<file path="config.mk">
export PLATFORM = sky130hd
export DESIGN_NAME = hazard_stall_ctrl_flat
export DESIGN_NICKNAME = d
export VERILOG_FILES = /design/src/rtl/hazard_stall_ctrl_if.sv /design/src/rtl/hazard_stall_ctrl.sv /design/src/flat_wrapper.sv
export SDC_FILE = /design/constraint.sdc
export NUM_CORES = 1
export LEC_CHECK = 0
export ABC_CLOCK_PERIOD_IN_PS = 2200
export CORE_UTILIZATION = 46
export DETAILED_ROUTE_END_ITERATION = 8
export PLACE_DENSITY = 0.77
export SLEW_MARGIN = 20
export SYNTH_ARGS = -nofsm -noshare
export SYNTH_HDL_FRONTEND = slang
export SYNTH_SLANG_ARGS = --single-unit
</file>
<file path="constraint.sdc">
create_clock -name Clk -period 2.2 [get_ports Clk]
set_input_delay 0.44 -clock Clk [delete_from_list [all_inputs] [get_ports Clk]]
set_output_delay 0.44 -clock Clk [all_outputs]
set_load 0.03 [all_outputs]
</file>
<file path="src/rtl/hazard_stall_ctrl_if.sv">
// Pipeline hazard/stall control bus: ID/EX hazard inputs in, register enables,
// flush controls and performance counters out.
interface hazard_stall_ctrl_if #(
    parameter int CNT_W = 16
);
    logic [4:0]       ID_Rs;
    logic [4:0]       ID_Rt;
    logic             ID_UsesRt;
    logic             ID_IsMul;
    logic             EX_MemRead;
    logic [4:0]       EX_Rt;
    logic             EX_Redirect;
    logic             PCWrite;
    logic             IF_ID_Write;
    logic             IF_ID_Flush;
    logic             ID_EX_Write;
    logic             ID_EX_Flush;
    logic             EX_MEM_Bubble;
    logic [CNT_W-1:0] StallCycles;
    logic [CNT_W-1:0] FlushEvents;

    modport master (
        output ID_Rs, ID_Rt, ID_UsesRt, ID_IsMul, EX_MemRead, EX_Rt, EX_Redirect,
        input  PCWrite, IF_ID_Write, IF_ID_Flush, ID_EX_Write, ID_EX_Flush, EX_MEM_Bubble,
        input  StallCycles, FlushEvents
    );

    modport slave (
        input  ID_Rs, ID_Rt, ID_UsesRt, ID_IsMul, EX_MemRead, EX_Rt, EX_Redirect,
        output PCWrite, IF_ID_Write, IF_ID_Flush, ID_EX_Write, ID_EX_Flush, EX_MEM_Bubble,
        output StallCycles, FlushEvents
    );
endinterface

</file>
<file path="src/rtl/hazard_stall_ctrl.sv">
// Pipeline sequencer: load-use stalls, multi-cycle multiply hold in EX, and
// wrong-path flush on EX redirect, with saturating stall/flush counters.
module hazard_stall_ctrl #(
    parameter int LOAD_STALL_CYCLES = 1,
    parameter int MUL_LAT           = 4,
    parameter int CNT_W             = 16
) (
    input logic                Clk,
    input logic                Rst_n,
    hazard_stall_ctrl_if.slave bus
);
    localparam int CNT_MAX = (LOAD_STALL_CYCLES > MUL_LAT) ? LOAD_STALL_CYCLES : MUL_LAT;
    localparam int CW      = (CNT_MAX < 2) ? 1 : $clog2(CNT_MAX);
    localparam logic [CW-1:0] LS_INIT  = CW'((LOAD_STALL_CYCLES > 1) ? LOAD_STALL_CYCLES - 2 : 0);
    localparam logic [CW-1:0] MUL_INIT = CW'(MUL_LAT - 2);

    typedef enum logic [1:0] {RUN, LOAD_STALL, MUL_BUSY} state_t;

    state_t           state, stateNxt;
    logic [CW-1:0]    cnt, cntNxt;
    logic [CNT_W-1:0] stallCycles, flushEvents;
    logic             loadUse, flushAccept;
    logic             pcWrite, ifIdWrite, ifIdFlush, idExWrite, idExFlush, exMemBubble;

    // A load into r0 never creates a dependency.
    assign loadUse = bus.EX_MemRead && (bus.EX_Rt != 5'd0) &&
                     ((bus.EX_Rt == bus.ID_Rs) || (bus.ID_UsesRt && (bus.EX_Rt == bus.ID_Rt)));
    assign flushAccept = bus.EX_Redirect && (state != MUL_BUSY);

    always_ff @(posedge Clk or negedge Rst_n) begin
        if (!Rst_n) begin
            state       <= RUN;
            cnt         <= '0;
            stallCycles <= '0;
            flushEvents <= '0;
        end else begin
            state <= stateNxt;
            cnt   <= cntNxt;
            if (!pcWrite && (stallCycles != '1))
                stallCycles <= stallCycles + 1'b1;
            if (flushAccept && (flushEvents != '1))
                flushEvents <= flushEvents + 1'b1;
        end
    end

    always_comb begin
        stateNxt = state;
        cntNxt   = cnt;
        case (state)
            RUN: begin
                if (!bus.EX_Redirect) begin
                    if (loadUse) begin
                        if (LOAD_STALL_CYCLES > 1) begin
                            stateNxt = LOAD_STALL;
                            cntNxt   = LS_INIT;
                        end
                    end else if (bus.ID_IsMul) begin
                        stateNxt = MUL_BUSY;
                        cntNxt   = MUL_INIT;
                    end
                end
            end
            LOAD_STALL: begin
                if (bus.EX_Redirect || (cnt == '0)) begin
                    stateNxt = RUN;
                    cntNxt   = '0;
                end else begin
                    cntNxt = cnt - 1'b1;
                end
            end
            MUL_BUSY: begin
                if (cnt == '0) stateNxt = RUN;
                else           cntNxt   = cnt - 1'b1;
            end
            default: begin
                stateNxt = RUN;
                cntNxt   = '0;
            end
        endcase
    end

    always_comb begin
        pcWrite     = 1'b1;
        ifIdWrite   = 1'b1;
        ifIdFlush   = 1'b0;
        idExWrite   = 1'b1;
        idExFlush   = 1'b0;
        exMemBubble = 1'b0;
        if (!Rst_n) begin
            pcWrite     = 1'b0;
            ifIdWrite   = 1'b0;
            ifIdFlush   = 1'b1;
            idExFlush   = 1'b1;
            exMemBubble = 1'b1;
        end else begin
            case (state)
                RUN, LOAD_STALL: begin
                    if (bus.EX_Redirect) begin
                        ifIdFlush = 1'b1;
                        idExFlush = 1'b1;
                    end else if (loadUse || (state == LOAD_STALL)) begin
                        pcWrite   = 1'b0;
                        ifIdWrite = 1'b0;
                        idExFlush = 1'b1;
                    end
                end
                MUL_BUSY: begin
                    pcWrite     = 1'b0;
                    ifIdWrite   = 1'b0;
                    idExWrite   = 1'b0;
                    exMemBubble = 1'b1;
                end
                default: ;
            endcase
        end
    end

    assign bus.PCWrite       = pcWrite;
    assign bus.IF_ID_Write   = ifIdWrite;
    assign bus.IF_ID_Flush   = ifIdFlush;
    assign bus.ID_EX_Write   = idExWrite;
    assign bus.ID_EX_Flush   = idExFlush;
    assign bus.EX_MEM_Bubble = exMemBubble;
    assign bus.StallCycles   = stallCycles;
    assign bus.FlushEvents   = flushEvents;
endmodule

</file>
<file path="src/flat_wrapper.sv">
// flat-port wrapper written by rule: the top's interface ports become plain ports
module hazard_stall_ctrl_flat 
#(
    parameter int LOAD_STALL_CYCLES = 1,
    parameter int MUL_LAT           = 4,
    parameter int CNT_W             = 16
)
  (Clk, Rst_n, bus_ID_Rs, bus_ID_Rt, bus_ID_UsesRt, bus_ID_IsMul, bus_EX_MemRead, bus_EX_Rt, bus_EX_Redirect, bus_PCWrite, bus_IF_ID_Write, bus_IF_ID_Flush, bus_ID_EX_Write, bus_ID_EX_Flush, bus_EX_MEM_Bubble, bus_StallCycles, bus_FlushEvents);
  hazard_stall_ctrl_if #(.CNT_W(CNT_W)) bus_i ();
  input logic Clk;
  input logic Rst_n;
  input wire logic [$bits(bus_i.ID_Rs)-1:0] bus_ID_Rs;
  input wire logic [$bits(bus_i.ID_Rt)-1:0] bus_ID_Rt;
  input wire logic [$bits(bus_i.ID_UsesRt)-1:0] bus_ID_UsesRt;
  input wire logic [$bits(bus_i.ID_IsMul)-1:0] bus_ID_IsMul;
  input wire logic [$bits(bus_i.EX_MemRead)-1:0] bus_EX_MemRead;
  input wire logic [$bits(bus_i.EX_Rt)-1:0] bus_EX_Rt;
  input wire logic [$bits(bus_i.EX_Redirect)-1:0] bus_EX_Redirect;
  output wire logic [$bits(bus_i.PCWrite)-1:0] bus_PCWrite;
  output wire logic [$bits(bus_i.IF_ID_Write)-1:0] bus_IF_ID_Write;
  output wire logic [$bits(bus_i.IF_ID_Flush)-1:0] bus_IF_ID_Flush;
  output wire logic [$bits(bus_i.ID_EX_Write)-1:0] bus_ID_EX_Write;
  output wire logic [$bits(bus_i.ID_EX_Flush)-1:0] bus_ID_EX_Flush;
  output wire logic [$bits(bus_i.EX_MEM_Bubble)-1:0] bus_EX_MEM_Bubble;
  output wire logic [$bits(bus_i.StallCycles)-1:0] bus_StallCycles;
  output wire logic [$bits(bus_i.FlushEvents)-1:0] bus_FlushEvents;
  assign bus_i.ID_Rs = bus_ID_Rs;
  assign bus_i.ID_Rt = bus_ID_Rt;
  assign bus_i.ID_UsesRt = bus_ID_UsesRt;
  assign bus_i.ID_IsMul = bus_ID_IsMul;
  assign bus_i.EX_MemRead = bus_EX_MemRead;
  assign bus_i.EX_Rt = bus_EX_Rt;
  assign bus_i.EX_Redirect = bus_EX_Redirect;
  assign bus_PCWrite = bus_i.PCWrite;
  assign bus_IF_ID_Write = bus_i.IF_ID_Write;
  assign bus_IF_ID_Flush = bus_i.IF_ID_Flush;
  assign bus_ID_EX_Write = bus_i.ID_EX_Write;
  assign bus_ID_EX_Flush = bus_i.ID_EX_Flush;
  assign bus_EX_MEM_Bubble = bus_i.EX_MEM_Bubble;
  assign bus_StallCycles = bus_i.StallCycles;
  assign bus_FlushEvents = bus_i.FlushEvents;
  hazard_stall_ctrl #(.LOAD_STALL_CYCLES(LOAD_STALL_CYCLES), .MUL_LAT(MUL_LAT), .CNT_W(CNT_W)) u_core (.Clk(Clk), .Rst_n(Rst_n), .bus(bus_i));
endmodule
</file>
After elaboration in Yosys (flattened, before gate mapping)
Index checks and enable logic that the tools add are counted.

Add/subtract/negate cells: 3. Multipliers: 0. Div/mod/pow operators: 0. Magnitude comparators: 0. Equality and inequality tests: 13. Shift-type cells: 0. Muxes and demuxes: 24. Bitwise operators: 0. Reductions and logical operators: 16.

Operators with widths (number): 16-bit by 1-bit adder with 16-bit output (second input constant) (2); 16-bit != test (second input constant) (2); 1-bit 2-to-1 mux (14); 2-bit 2-to-1 mux (7); 2-bit case mux with 3 select lines (2); 5-bit equality test (2); 2-bit != test (second input constant) (5); 1-bit logical AND (6); 5-bit AND reduction (1); 5-bit nonzero test (1); 2-bit zero test (2); 2-bit by 1-bit != test with 1-bit output (second input constant) (2); 4-bit AND reduction (1); 1-bit logical OR (3); 2-bit by 1-bit equality test with 1-bit output (second input constant) (1); 2-bit equality test (second input constant) (1); 1-bit case mux with 2 select lines (1); 2-bit OR reduction (1); 2-bit by 1-bit subtractor with 2-bit output (second input constant) (1); 1-bit zero test (1).

Register bits: 36. Latch bits: 0. RAM bits: 0. Memory bits (read-only): 0. Bits of input ports: 21. Output and inout port bits: 38. Logic and storage cells: 60. Memories: 0.

Depth between registers and ports, before layout
Gate-level depths: netlist of the first run.

Word-level depth: 11. Depth in mapped cells: 7. Gate-level depth less buffers: 7.

Worst setup path before layout of the first run
No wires, ideal clock.

Kind: input to output. From: input bus_EX_Rt[0]. To: output bus_PCWrite. Data arrival time: 1779 ps. Required time: 1760 ps. Slack: -19 ps. Stages: 5. Path buffers: 2. Cells stage by stage: or4_1 o21ai_0 o311a_4 buf_6 buf_4.

Word-level cells in the longest chain between the ends: 9. Elaborated cells between the ends (all ways): 12. Those cells by class: 2 x eq/ne; 4 x mux; 6 x reduce/logical.

Ends and longest elaborated chain: from (decl) (RTL line flat_wrapper.sv:17) `input wire logic [$bits(bus_i.EX_Rt)-1:0] bus_EX_Rt;`; 5-bit equality test (RTL line hazard_stall_ctrl.sv:27) `((bus.EX_Rt == bus.ID_Rs) || (bus.ID_UsesRt && (bus.EX_Rt == bus.ID_Rt)));`; 1-bit logical AND (RTL line hazard_stall_ctrl.sv:27); 1-bit logical OR (RTL line hazard_stall_ctrl.sv:27); 1-bit logical AND * (RTL line hazard_stall_ctrl.sv:26) `assign loadUse = bus.EX_MemRead && (bus.EX_Rt != 5'd0) &&`; 1-bit logical OR * (RTL line hazard_stall_ctrl.sv:101) `end else if (loadUse || (state == LOAD_STALL)) begin`; 1-bit 2-to-1 mux * (2 in a row); 1-bit case mux with 2 select lines *; 1-bit 2-to-1 mux *; to (decl) (RTL line flat_wrapper.sv:19) `output wire logic [$bits(bus_i.PCWrite)-1:0] bus_PCWrite;`.

Mark *: on every way between the ends. The rest lies on a longest branch, timed or not.

Worst setup path after layout of the first run
From: input bus_ID_Rt[0]. To: output bus_PCWrite.

Word-level cells in the longest chain between the ends: 9.

Ends and longest elaborated chain: from (decl) (RTL line flat_wrapper.sv:13) `input wire logic [$bits(bus_i.ID_Rt)-1:0] bus_ID_Rt;`; 5-bit equality test (RTL line hazard_stall_ctrl.sv:27); 1-bit logical AND (RTL line hazard_stall_ctrl.sv:27); 1-bit logical OR (RTL line hazard_stall_ctrl.sv:27); 1-bit logical AND (RTL line hazard_stall_ctrl.sv:26); 1-bit logical OR (RTL line hazard_stall_ctrl.sv:101); 1-bit 2-to-1 mux (RTL line hazard_stall_ctrl.sv:101); 1-bit 2-to-1 mux (RTL line hazard_stall_ctrl.sv:98) `if (bus.EX_Redirect) begin`; 1-bit case mux with 2 select lines (RTL line hazard_stall_ctrl.sv:96) `case (state)`; 1-bit 2-to-1 mux (RTL line hazard_stall_ctrl.sv:89) `if (!Rst_n) begin`.

No other way between the ends.

==> results of run 1 <==
[metal layers]
layer	up-vias	routed length (µm)	GRT usage [%]
met2	40	2020	34.4
met3	2	278	5.03
met5	-	0	0
li1	772	-	-
met1	731	1870	27.5
met4	0	31	8.15
[registers in the layout (all words and copies together), names as in the netlist]
signal,cells
u_core.state,1
u_core.bus.StallCycles,16
u_core.bus.FlushEvents,16
u_core.cnt,2
[per-stage QoR]
step	area (µm²)	instances	setup slack [ns]	hold slack [ns]
after floorplan	1850	177	0.00467	0.144
after global placement	2600	298	-0.678	0.464
after detailed placement	2600	298	-0.789	0.469
after CTS	2730	310	-0.0440	0.171
after global routing	2750	310	-0.0501	0.188
final	2750	310	-0.0466	0.170
[cell families (layout without fill, tap and decap cells)]
group	after synthesis	after routing	synth area share (%)
adder cells (fa/ha/maj)	3	3	2.03
AND/OR/NAND/NOR	77	77	23.0
buffers and inverters	11	96	2.97
multiplexers	3	3	1.76
flip-flops	35	35	47.3
XOR/XNOR	39	39	18.5
AO/OA/AOI/OAI	9	9	4.46
[power groups by stage]
stage / Combinational (mW) / Sequential, mW / Clock, mW
floorplan: 0.550 / 1.38 / 0
global placement: 1.45 / 1.08 / 0
detailed placement: 1.49 / 1.08 / 0
CTS: 1.53 / 1.08 / 0.511
global route: 1.63 / 1.11 / 0.534
finish: 1.52 / 1.07 / 0.497
[layout make-up]
type	count	area, µm²	share of cell area [%]
Tap cell	48	60.1	2.19
Inverter	7	26.3	0.957
Sequential cell	35	876	31.9
Clock buffer	8	100	3.64
Multi-Input combinational cell	131	965	35.1
Timing Repair Buffer	81	719	26.2
[worst max-delay path, delay by kind of cell]
kind	cells	cell delay, ns
buffers and inverters	3	0.42
AND/OR/NAND/NOR	1	0.27
XOR/XNOR	1	0.17
AO/OA/AOI/OAI	2	0.51
[placed cells by master, fill, tap and decap left out, types with 4 or more instances in the layout]
master and n:
buf_4 24, inv_1 7, clkdlybuf4s50_1 38, nor3_1 5
buf_2 6, nor3_2 7, dfrtp_1 35, dlygate4sd2_1 7
and3_1 4, buf_6 5, xor2_1 31, nand4_1 6
nand3_1 10, clkbuf_8 7, nand2_1 15, xnor2_1 6
nor2_1 14
[worst max path at each step]
stage | start | to | cells past startpoint
floorplan | u_core.bus.StallCycles[0]$_DFFE_PN0P_ | u_core.bus.StallCycles[5]$_DFFE_PN0P_ | 7
global placement | bus_EX_Rt[0] | bus_ID_EX_Flush | 6
finish | bus_ID_Rt[0] | bus_PCWrite | 7
detailed placement | bus_EX_Rt[2] | bus_ID_EX_Flush | 7
CTS | bus_ID_Rt[0] | bus_IF_ID_Write | 7
global route | bus_ID_Rt[0] | bus_PCWrite | 7
[cells in the mapped netlist, drive strengths merged]
library cell	number	share of area, %
a21o	1	0.41
a21oi	1	0.27
a32oi	1	0.47
a41oi	1	0.88
and2	2	0.68
and3	4	1.4
and4	1	0.47
buf	3	1.3
clkbuf	1	0.27
dfrtp	35	47
ha	3	2.0
inv	7	1.4
mux2	2	1.2
mux2i	1	0.54
nand2	15	3.0
nand2b	1	0.34
nand3	10	2.7
nand4	6	2.0
nor2	16	3.2
nor2b	1	0.34
nor3	12	4.3
nor3b	1	0.41
nor4	4	1.7
nor4b	2	1.6
o21ai	3	0.81
o22a	1	0.47
o311a	1	1.1
or2	1	0.34
or4	1	0.41
xnor2	7	3.3
xor2	32	15
[repair_timing]
item                       in CTS  in global routing
buffers inserted                4                  0
gates resized for setup        52                  4
setup endpoints to repair      19                  6
pin swaps                      12                  1
==> run summary, run 1 <==
Mean Syn Cell Area: 10.5 µm²
crit-path max FO: 5
Syn Nets: 201
library cells used by synthesis: 35
Yosys reg bits: 35
vias in the first global route: 1,555
Worst Hold Class: input pin to async pin
startpoint types: input pin
CP peak stage delay: 0.35 ns
layout cells sized above 1: 24.4%
total gr overflow: 0
Max VDD drop: 0.000851 V
layout net count: 285
TNS Setup: -0.0918 ns
Switch Pwr: 1.28 mW
Setup WS post-layout: -0.0466 ns
antenna fix cells: 0
Clock Path Buffers: 2
share of the yosys chip area belonging to registers: 47.3%
mapped cell area: 1850 µm²
Switching Share: 41.2%
unrepaired setup endpoints after global routing: yes
GR Util All Layers: 21.3%
post-layout util: 72.8%
Syn Inst Count: 177
first-pass GRT wire length: 6960 µm
Reg2Reg Depth: 7
wire per inst: 13.5 µm
Tcrit/Tclk final: 102%
Final Routed Wirelength: 4200 µm
drc violations: 0
CP Class: input pin to output port
PD cells: 1130 nW/µm²
total number of vias: 1,545
initial antenna violation count: 0
Max-slew headroom: 70.1%
Least-Margin Pin Slew: 0.443 ns
FF-to-FF End: u_core.bus.FlushEvents[9]$_DFFE_PN0P_
Final Power: 3.09 mW
reg-to-reg setup timing slack: 0.16 ns
f_max: 445 MHz
Critical Path RT: 1.76 ns
clock root cell: clkbuf_8
row cnt: 22
Worst-path clk slew: 0.07 ns
Syn. warnings: 0
number of buffers created by CTS: 5
slowest library cell on the worst path: o311a_4
status: complete, but fails checks
minimum clock period: 2.25 ns
CP most frequent cell: buf_6
Routability Congestion: 0.764
Area Growth Syn to Fin: 48.4%
PortBufs: 58
IO Count: 59
H-tree levels: 2
clk_lat worst skew: 0.27 ns
Final Hold Fails: 0
Die ar.: 4280 µm²
CTS Hold Buffers Added: 0
largest net degree at the start of global routing: 20
critical path cell sequence: buf_6 > xor2_2 > nor4_2 > a32oi_1 > buf_4 > o311a_4 > buf_6
clock share of power: 16.1%
Pleak: 1.26 nW
core footprint: 3770 µm²
Via density: 4.98
die width: 65.4 µm
CP endpoint kind: output port
die height: 65.4 µm
DP HPWL: 3140 µm
CP Data Arrival Time: 1.81 ns
first-pass detailed-route iteration total: 4
sequential power share: 34.7%
Clock Skews: 0.00298 ns
Max Cap Violations: 0
TritonCTS clock tree: done
post-route antenna net violation count: 0
initial core utilization: 49.1%
FF-to-FF Start: u_core.bus.FlushEvents[0]$_DFFE_PN0P_
clk sink count: 35
Slew Limit Fails: 0
combinational share of power: 49.2%
fill cell count: 279
Final Setup Violations: 2
internal power: 1.82 mW
initial DRC count: 33
failing checks: negative setup slack
No activity file was read; power rests on OpenSTA's default activity.
==> run 2, diff against run 1 <==
--- a/config.mk
+++ b/config.mk
@@ -8,7 +8,10 @@
 export ABC_CLOCK_PERIOD_IN_PS = 2200
 export CORE_UTILIZATION = 46
 export DETAILED_ROUTE_END_ITERATION = 8
+export GPL_ROUTABILITY_DRIVEN = 1
 export PLACE_DENSITY = 0.77
+export SKIP_CTS_REPAIR_TIMING = 1
+export SKIP_LAST_GASP = 1
 export SLEW_MARGIN = 20
 export SYNTH_ARGS = -nofsm -noshare
 export SYNTH_HDL_FRONTEND = slang
==> run 2 against run 1 <==
The run still ends with negative setup slack left. Sequential share of layout area decreased by 1.3 points. Setup slack worse by 0.12 ns. Largest power group unchanged. Register-to-register slack barely moved. Clock skew about the same. Count of clock-buffer cells in the layout unchanged. Cell area grew 4.2%. Final cell count is 1.6% higher. Non-clock buffer count up 4.
==> run summary, run 2 (same netlist as run 1, synthesis figures left out) <==
Reg2Reg Depth: 7 (unchanged)
Pleak: 1.37 nW (was 1.26 nW)
f_max: 422 MHz (was 445 MHz)
commonest non-fill, non-tap cell in the layout: clkdlybuf4s50_1 (unchanged)
DP Cell Count: 298 (unchanged)
CP Class: input pin to output port (unchanged)
GR Util All Layers: 20.9% (was 21.3%)
TritonCTS clock tree: done (unchanged)
die height: 65.4 µm (unchanged)
most frequent cells in the layout: clkdlybuf4s50_1 (38), dfrtp_1 (35), xor2_1 (31), buf_4 (28) (was clkdlybuf4s50_1 (38), dfrtp_1 (35), xor2_1 (31), buf_4 (24), nand2_1 (15))
clk sink count: 35 (unchanged)
Final Hold Fails: 0 (unchanged)
DP HPWL: 3140 µm (unchanged)
unrepaired setup endpoints after global routing: yes (unchanged)
total number of vias: 1,582 (was 1,545)
FF-to-FF End: u_core.bus.FlushEvents[9]$_DFFE_PN0P_ (unchanged)
Final Power: 3.17 mW (was 3.09 mW)
critical path cell sequence: dlymetal6s2s_1 > xor2_1 > nor4_2 > a32oi_2 > buf_4 > o311a_4 > buf_6 (was buf_6 > xor2_2 > nor4_2 > a32oi_1 > buf_4 > o311a_4 > buf_6)
area of the multi-input gates: 1010 µm² (was 965 µm²)
largest net degree at the start of global routing: 20 (unchanged)
Max VDD drop: 0.000858 V (was 0.000851 V)
row cnt: 22 (unchanged)
FF-to-FF Start: u_core.bus.FlushEvents[0]$_DFFE_PN0P_ (unchanged)
die width: 65.4 µm (unchanged)
vias in the first global route: 1,534 (was 1,555)
first-pass GRT wire length: 6840 µm (was 6960 µm)
failing checks: negative setup slack (unchanged)
PD cells: 1110 nW/µm² (was 1130 nW/µm²)
Worst Hold Class: input pin to async pin (unchanged)
wire per inst: 14.4 µm (was 13.5 µm)
initial core utilization: 49.1% (unchanged)
core footprint: 3770 µm² (unchanged)
CP peak stage delay: 0.35 ns (about the same)
Min Hold Slack: 0.163 ns (was 0.170 ns)
Final Routed Wirelength: 4530 µm (was 4200 µm)
crit-path max FO: 6 (was 5)
first-pass detailed-route iteration total: 4 (unchanged)
Clock Skews: 0.00333 ns (was 0.00298 ns)
initial DRC count: 31 (was 33)
layout net count: 290 (was 285)
Least-Margin Pin Slew: 0.462 ns (was 0.443 ns)
antenna fix cells: 0 (unchanged)
slowest library cell on the worst path: o311a_4 (unchanged)
minimum clock period: 2.37 ns (was 2.25 ns)
reg-to-reg setup timing slack: 0.16 ns (about the same)
startpoint types: input pin (unchanged)
Final Setup Violations: 8 (was 2)
Via density: 5.02 (was 4.98)
Buf/Inv on CP: 3 (unchanged)
clock root cell: clkbuf_8 (unchanged)
IO Count: 59 (unchanged)
number of buffers created by CTS: 5 (unchanged)
Routability Congestion: 0.764 (unchanged)
post-route antenna net violation count: 0 (unchanged)
critical path's top delay family: compound AO/OA/AOI/OAI gates (unchanged)
Place WS: -0.789 ns (unchanged)
clk_lat worst skew: 0.28 ns (was 0.27 ns)
Max Cap Violations: 0 (unchanged)
Die ar.: 4280 µm² (unchanged)
fill cell count: 254 (was 279)
TNS Setup: -0.491 ns (was -0.0918 ns)
Max-slew headroom: 68.9% (was 70.1%)
Tcrit/Tclk final: 108% (was 102%)
Setup WS post-layout: -0.167 ns (was -0.0466 ns)
initial antenna violation count: 0 (unchanged)
Reg area: 876 µm² (unchanged)
Non-Filler Instances: 315 (was 310)
Worst-path clk slew: 0.06 ns (was 0.07 ns)
Area Growth Syn to Fin: 54.7% (was 48.4%)
CP Data Arrival Time: 1.93 ns (was 1.81 ns)
drc violations: 0 (unchanged)
Slew Limit Fails: 0 (unchanged)
Critical Path RT: 1.76 ns (about the same)
PortBufs: 58 (unchanged)
CP endpoint kind: output port (unchanged)
layout cells sized above 1: 25.8% (was 24.4%)
status: complete, but fails checks (unchanged)
H-tree levels: 2 (unchanged)
Clock Path Buffers: 2 (unchanged)
total gr overflow: 0 (unchanged)
run 2: cell types whose count changed in the layout (fill, tap and decap cells not counted), moves of 2 or more:
cell            before  now
dlygate4sd2_1        7    0
clkbuf_2             0    4
buf_2                6    1
buf_4               24   28
nor4_1               2    0
dlymetal6s2s_1       0   10
run 2: worst register-to-register path, stage by stage (launching register included):
cell and delay (ns):
dfrtp_1 0.42, ha_1 0.23, and3_1 0.19, and3_1 0.22, a41oi_2 0.26, nand4_1 0.28
nor2_1 0.19, xor2_1 0.17
run 2: power by group:
part / leakage (nW) / internal [mW] / switching [mW]
clock network: 0.0515 / 0.285 / 0.214
registers: 0.415 / 0.847 / 0.228
logic: 0.901 / 0.721 / 0.875
run 2: stage by stage:
stage | utilization (%) | area (µm²)
floorplan | - | 1850
global placement | 68.9 | 2600
detailed placement | 68.9 | 2600
CTS | 71.6 | 2700
global route | 75.9 | 2860
finish | 75.9 | 2860
run 2: layout make-up:
type | instances | area share [%]
repair buffers | 85 | 27.4
well taps | 48 | 2.10
clock buffers | 8 | 3.50
multi-input cells | 132 | 35.4
flip-flops and latches | 35 | 30.6
inverters | 7 | 0.918
run 2: worst max-delay path by stage:
stage                                                from                                    end  slack [ns]  depth (start not counted)
CTS                                          bus_EX_Rt[2]                        bus_ID_EX_Flush       -0.80                          7
global placement                             bus_EX_Rt[0]                        bus_ID_EX_Flush       -0.68                          6
global route                                 bus_ID_Rt[0]                            bus_PCWrite       -0.16                          7
detailed placement                           bus_EX_Rt[2]                        bus_ID_EX_Flush       -0.79                          7
finish                                       bus_EX_Rt[3]                        bus_IF_ID_Write       -0.17                          7
floorplan           u_core.bus.StallCycles[0]$_DFFE_PN0P_  u_core.bus.StallCycles[5]$_DFFE_PN0P_       0.005                          7
run 2: layer usage:
| metal | global-route usage [%] | share of wire (%) | vias up | wire length (µm) |
|---|---|---|---|---|
| met5 | 0 | 0 | - | 0 |
| met4 | 8.15 | 1.4 | 0 | 63 |
| met1 | 26.9 | 43 | 749 | 1970 |
| met3 | 5.03 | 6.2 | 5 | 282 |
| li1 | - | - | 784 | - |
| met2 | 33.8 | 49 | 44 | 2210 |
==> RTL change 1: new RTL, flow settings as in run 1 <==
Re-encode `state_t` (3 states) as one-hot, 3 bits wide.
--- a/src/rtl/hazard_stall_ctrl.sv
+++ b/src/rtl/hazard_stall_ctrl.sv
@@ -15,5 +15,5 @@
     localparam logic [CW-1:0] MUL_INIT = CW'(MUL_LAT - 2);
 
-    typedef enum logic [1:0] {RUN, LOAD_STALL, MUL_BUSY} state_t;
+    typedef enum logic [2:0] {RUN = 3'b001, LOAD_STALL = 3'b010, MUL_BUSY = 3'b100} state_t;
 
     state_t           state, stateNxt;
Behaviour: same outputs for any inputs over 10 cycles, from zero or initial values and one cycle with Rst_n low; not proved beyond that.
==> RTL change 1 against run 1 <==
- area after synthesis grew 5.7%
- combinational power shrank 9%
- critical path type unchanged
- die area grew 5.5%
- power shrank 7.9%
- routed wire length grew 8.5%
- sequential cell count grew 1
- setup slack gained 0.099 ns
- first-iteration DRC count grew to 2.6 times the old value
- via count grew 12%
- design area grew 5.3%
- clock power shrank 4.8%
- largest cell class unchanged
- register-to-register slack lost 0.07 ns
- fmax grew 4.6%
- count of clock-buffer cells in the layout is the same
==> RTL change 1: results (changes against run 1) <==
- Status: complete, no violations (was finished, violations left)
- First-pass GRT wire length: 7327 um (was 6962 um)
- Post-synthesis average cell area: 10.08 um^2 (was 10.45 um^2)
- # setup viols final: 0 (was 2)
- Setup Fix Bufs, Post-CTS: 1 (was 4)
- #MultiIn Comb: 142 (was 131)
- Synth Net Count: 220 (was 201)
- Setup TNS: 0 ns (was -0.09181 ns)
- Crit-path max cell delay: 0.47 ns (was 0.35 ns)
- Worst-path fanout max: 2 (was 5)
- Dominant cells by area after synthesis: dfrtp_1, xnor2_1, xor2_1 (was dfrtp_1, xor2_1, xnor2_1)
- DRT iter0 DRCs: 86 (was 33)
- Largest net degree at the start of global routing: 26 (was 20)
- Crit. Startpoint: bus_ID_Rs[2] (was bus_ID_Rt[0])
- NonClk Buf Share: 26.48% (was 26.20%)
- Filler cells: 324 (was 279)
- Area grow syn2layout: 47.86% (was 48.41%)
- Post-Layout Cell Count: 330 (was 310)
- Layout cells sized above 1: 19.29% (was 24.43%)
- Vias in the first global route: 1,663 (was 1,555)
- Net Switching: 1.124 mW (was 1.275 mW)
- Unique cell type count in the Yosys netlist: 36 (was 35)
- Maximum vdd ir drop: 0.8169 mV (was 0.8508 mV)
- Routed WL per cell: 13.80 um (was 13.55 um)
- Post-DP HPWL: 3300 um (was 3144 um)
- Setup slack, reg-to-reg: 0.09 ns (was 0.16 ns)
- GP Congestion: 0.7543 (was 0.7637)
- Vias per inst: 5.239 (was 4.984)
- Die width: 67.20 um (was 65.43 um)
- FF-to-FF Start: u_core.bus.FlushEvents[1]$_DFFE_PN0P_ (was u_core.bus.FlushEvents[0]$_DFFE_PN0P_)
- Register area share after synthesis: 46.13% (was 47.33%)
- Met2 wire length: 2231 um (was 2024 um)
- Final #Nets: 305 (was 285)
- Kind of cell adding the most delay to the critical path: buffers and inverters (was compound AO/OA/AOI/OAI gates)
- Gr usage total: 21.66% (was 21.29%)
- Placed Instances: 317 (was 298)
- Dpl cell area: 2709 um^2 (was 2599 um^2)
- Met1 wire length: 1895 um (was 1865 um)
- Nonclk inv count: 12 (was 7)
- Hold_ws: 0.5042 ns (was 0.1698 ns)
- CP max-delay cell: clkdlybuf4s50_1 (was o311a_4)
-- RTL change 1: kinds of logic after synthesis --
logic type | synth area share (%)
AOI/OAI and AO/OA | 6.911
and+or+nand+nor | 20.09
buffers and inverters | 3.455
adders and majority gates | 3.199
DFF | 46.13
muxes | 2.815
xor gates and xnor gates | 17.40
-- RTL change 1: power by group through the flow --
stage | combinational [mW] | clock (mW) | sequential [mW]
final | 1.39 | 0.473 | 0.986
after floorplan | 0.542 | 0 | 1.23
after detailed placement | 1.35 | 0 | 0.991
after CTS | 1.36 | 0.488 | 0.981
after global placement | 1.32 | 0 | 0.990
after global routing | 1.50 | 0.509 | 1.01
-- RTL change 1: routing by layer --
metal / GRT usage, % / vias to the layer above
li1: - / 833
met1: 25.67 / 826
met2: 38.13 / 62
met3: 6.250 / 8
met4: 5.585 / 0
met5: 0 / -
==> RTL change 2: new RTL, settings of run 1 <==
Made on the original files. `CNT_W` is set to 16 in 3 places; all go to 32.
--- a/src/rtl/hazard_stall_ctrl_if.sv
+++ b/src/rtl/hazard_stall_ctrl_if.sv
@@ -2,5 +2,5 @@
 // flush controls and performance counters out.
 interface hazard_stall_ctrl_if #(
-    parameter int CNT_W = 16
+    parameter int CNT_W = 32
 );
     logic [4:0]       ID_Rs;
--- a/src/rtl/hazard_stall_ctrl.sv
+++ b/src/rtl/hazard_stall_ctrl.sv
@@ -4,5 +4,5 @@
     parameter int LOAD_STALL_CYCLES = 1,
     parameter int MUL_LAT           = 4,
-    parameter int CNT_W             = 16
+    parameter int CNT_W             = 32
 ) (
     input logic                Clk,
--- a/src/flat_wrapper.sv
+++ b/src/flat_wrapper.sv
@@ -4,5 +4,5 @@
     parameter int LOAD_STALL_CYCLES = 1,
     parameter int MUL_LAT           = 4,
-    parameter int CNT_W             = 16
+    parameter int CNT_W             = 32
 )
   (Clk, Rst_n, bus_ID_Rs, bus_ID_Rt, bus_ID_UsesRt, bus_ID_IsMul, bus_EX_MemRead, bus_EX_Rt, bus_EX_Redirect, bus_PCWrite, bus_IF_ID_Write, bus_IF_ID_Flush, bus_ID_EX_Write, bus_ID_EX_Flush, bus_EX_MEM_Bubble, bus_StallCycles, bus_FlushEvents);
Interface: changed (resized bus_FlushEvents and bus_StallCycles); port bits go from 59 to 91. No check against the original RTL was run, so the function may have changed too.
==> RTL change 2 against run 1 <==
- the run still ends with negative setup slack left
- hold slack improved by 0.28 ns
- routed wire length rose by 93%
- design area rose by 75%
- power increased by 24%
- sequential cell count is 32 higher
- setup slack improved by 0.0046 ns
- non-clock buffer count increased by 32
- synthesized cell count increased by 85%
- clock skew increased by 0.011 ns
- area after synthesis increased by 84%
- largest power group is now sequential cells
- highest routed layer unchanged
==> RTL change 2: results (changes against run 1) <==
- Net Sw Frac: 34.30% (was 41.22%)
- Drt pass-1 iters: 6 (was 4)
- Largest net degree at the start of global routing: 68 (was 20)
- Vias in the first global route: 2,846 (was 1,555)
- Register area: 1677 um^2 (was 875.8 um^2)
- Met1 wire length: 3417 um (was 1865 um)
- Synth Area in Compound Gates: 2.351% (was 4.462%)
- DRT iter0 DRCs: 92 (was 33)
- Mux contribution to synthesized area: 0.6613% (was 1.758%)
- Status: finished, violations left (unchanged)
- Met2 wire length: 4105 um (was 2024 um)
- Dominant cells by area after synthesis: dfrtp_1, xnor2_1, nand3_1 (was dfrtp_1, xor2_1, xnor2_1)
- Cell area power density: 794.4 nW/um^2 (was 1126 nW/um^2)
- PostCTS Resize Cnt: 61 (was 52)
- Post-Synth Adder-Cell Area: 1.102% (was 2.028%)
- Setup crit end: bus_ID_EX_Flush (was bus_PCWrite)
- Routed WL per cell: 14.86 um (was 13.55 um)
- Crit. Startpoint: bus_EX_Rt[1] (was bus_ID_Rt[0])
- Crit-path max cell delay: 0.27 ns (was 0.35 ns)
- Final worst slack: -0.04196 ns (was -0.04659 ns)
- IO buf count: 90 (was 58)
- Commonest cells post-synth: dfrtp_1, xnor2_1, nand3_1, nand4_1, and3_1 (was dfrtp_1, xor2_1, nor2_1, nand2_1, nand3_1)
- Multi-input combinational area share: 35.77% (was 35.13%)
- NonClk Buf Share: 22.10% (was 26.20%)
- Nonclk inv count: 6 (was 7)
- Synth Net Count: 351 (was 201)
- Die width: 88.05 um (was 65.43 um)
- Gate Count Post-Synth: 327 (was 177)
- Register area share after synthesis: 49.23% (was 47.33%)
- Hold_ws: 0.4519 ns (was 0.1698 ns)
- Filler cells: 595 (was 279)
- Setup Fix Bufs, Post-CTS: 0 (was 4)
- Layout cells sized above 1: 14.38% (was 24.43%)
- R2R Path End: u_core.bus.FlushEvents[8]$_DFFE_PN0P_ (was u_core.bus.FlushEvents[9]$_DFFE_PN0P_)
- Placed Instances: 529 (was 298)
- Setup slack, reg-to-reg: 0.22 ns (was 0.16 ns)
- CTS Buf Count: 9 (was 5)
- Worst-path fanout max: 2 (was 5)
- Via count: 2,915 (was 1,545)
- Max-slew headroom: 44.07% (was 70.12%)
- First-pass GRT wire length: 12,970 um (was 6962 um)
- CTS H-tree depth: 3 (was 2)
- Kind of cell adding the most delay to the critical path: buffers and inverters (was compound AO/OA/AOI/OAI gates)
- Setup TNS: -0.07899 ns (was -0.09181 ns)
- Post-DP HPWL: 5605 um (was 3144 um)
- Failing checks: negative setup slack (unchanged)
- Leakage Power: 2.096 nW (was 1.257 nW)
- Setup Skew: 0.01367 ns (was 0.002984 ns)
- Gr usage total: 21.66% (was 21.29%)
- GP Congestion: 0.8415 (was 0.7637)
- Seq area share: 34.83% (was 31.89%)
- Met3 wire length: 456 um (was 278 um)
- Clkbuf count: 12 (was 8)
- ClkCell Share: 4.159% (was 3.645%)
- Vias per inst: 5.358 (was 4.984)
- # setup viols final: 3 (was 2)
- CP max-delay cell: o311ai_4 (was o311a_4)
- Final sequential cell count: 67 (was 35)
- #MultiIn Comb: 245 (was 131)
[RTL change 2: cell types whose count changed in the layout (fill, tap and decap cells not counted), moves of 4 or more]
| cell | change |
|---|---|
| nand2_1 | +6 |
| and4_1 | +6 |
| xnor2_1 | +44 |
| nor2_1 | +4 |
| nand3_1 | +29 |
| and3_1 | +19 |
| buf_6 | +4 |
| nand4_1 | +21 |
| xor2_1 | -11 |
| clkbuf_8 | +5 |
| nor3_2 | -6 |
| clkdlybuf4s50_1 | +31 |
| dfrtp_1 | +32 |
[RTL change 2: layer usage]
layer / vias to the layer above / track usage [%]
li1: 1383 / -
met1: 1432 / 26.01
met2: 88 / 36.50
met3: 12 / 5.749
met4: 0 / 9.824
met5: - / 0
[RTL change 2: power by group through the flow]
stage	clock network [mW]	logic (mW)	registers [mW]
3_5_place_dp	0	1.19	1.58
5_1_grt	1.10	1.30	1.59
4_1_cts	1.07	1.21	1.56
6_report	1.05	1.21	1.57
2_1_floorplan	0	0.500	1.77
3_3_place_gp	0	1.15	1.57
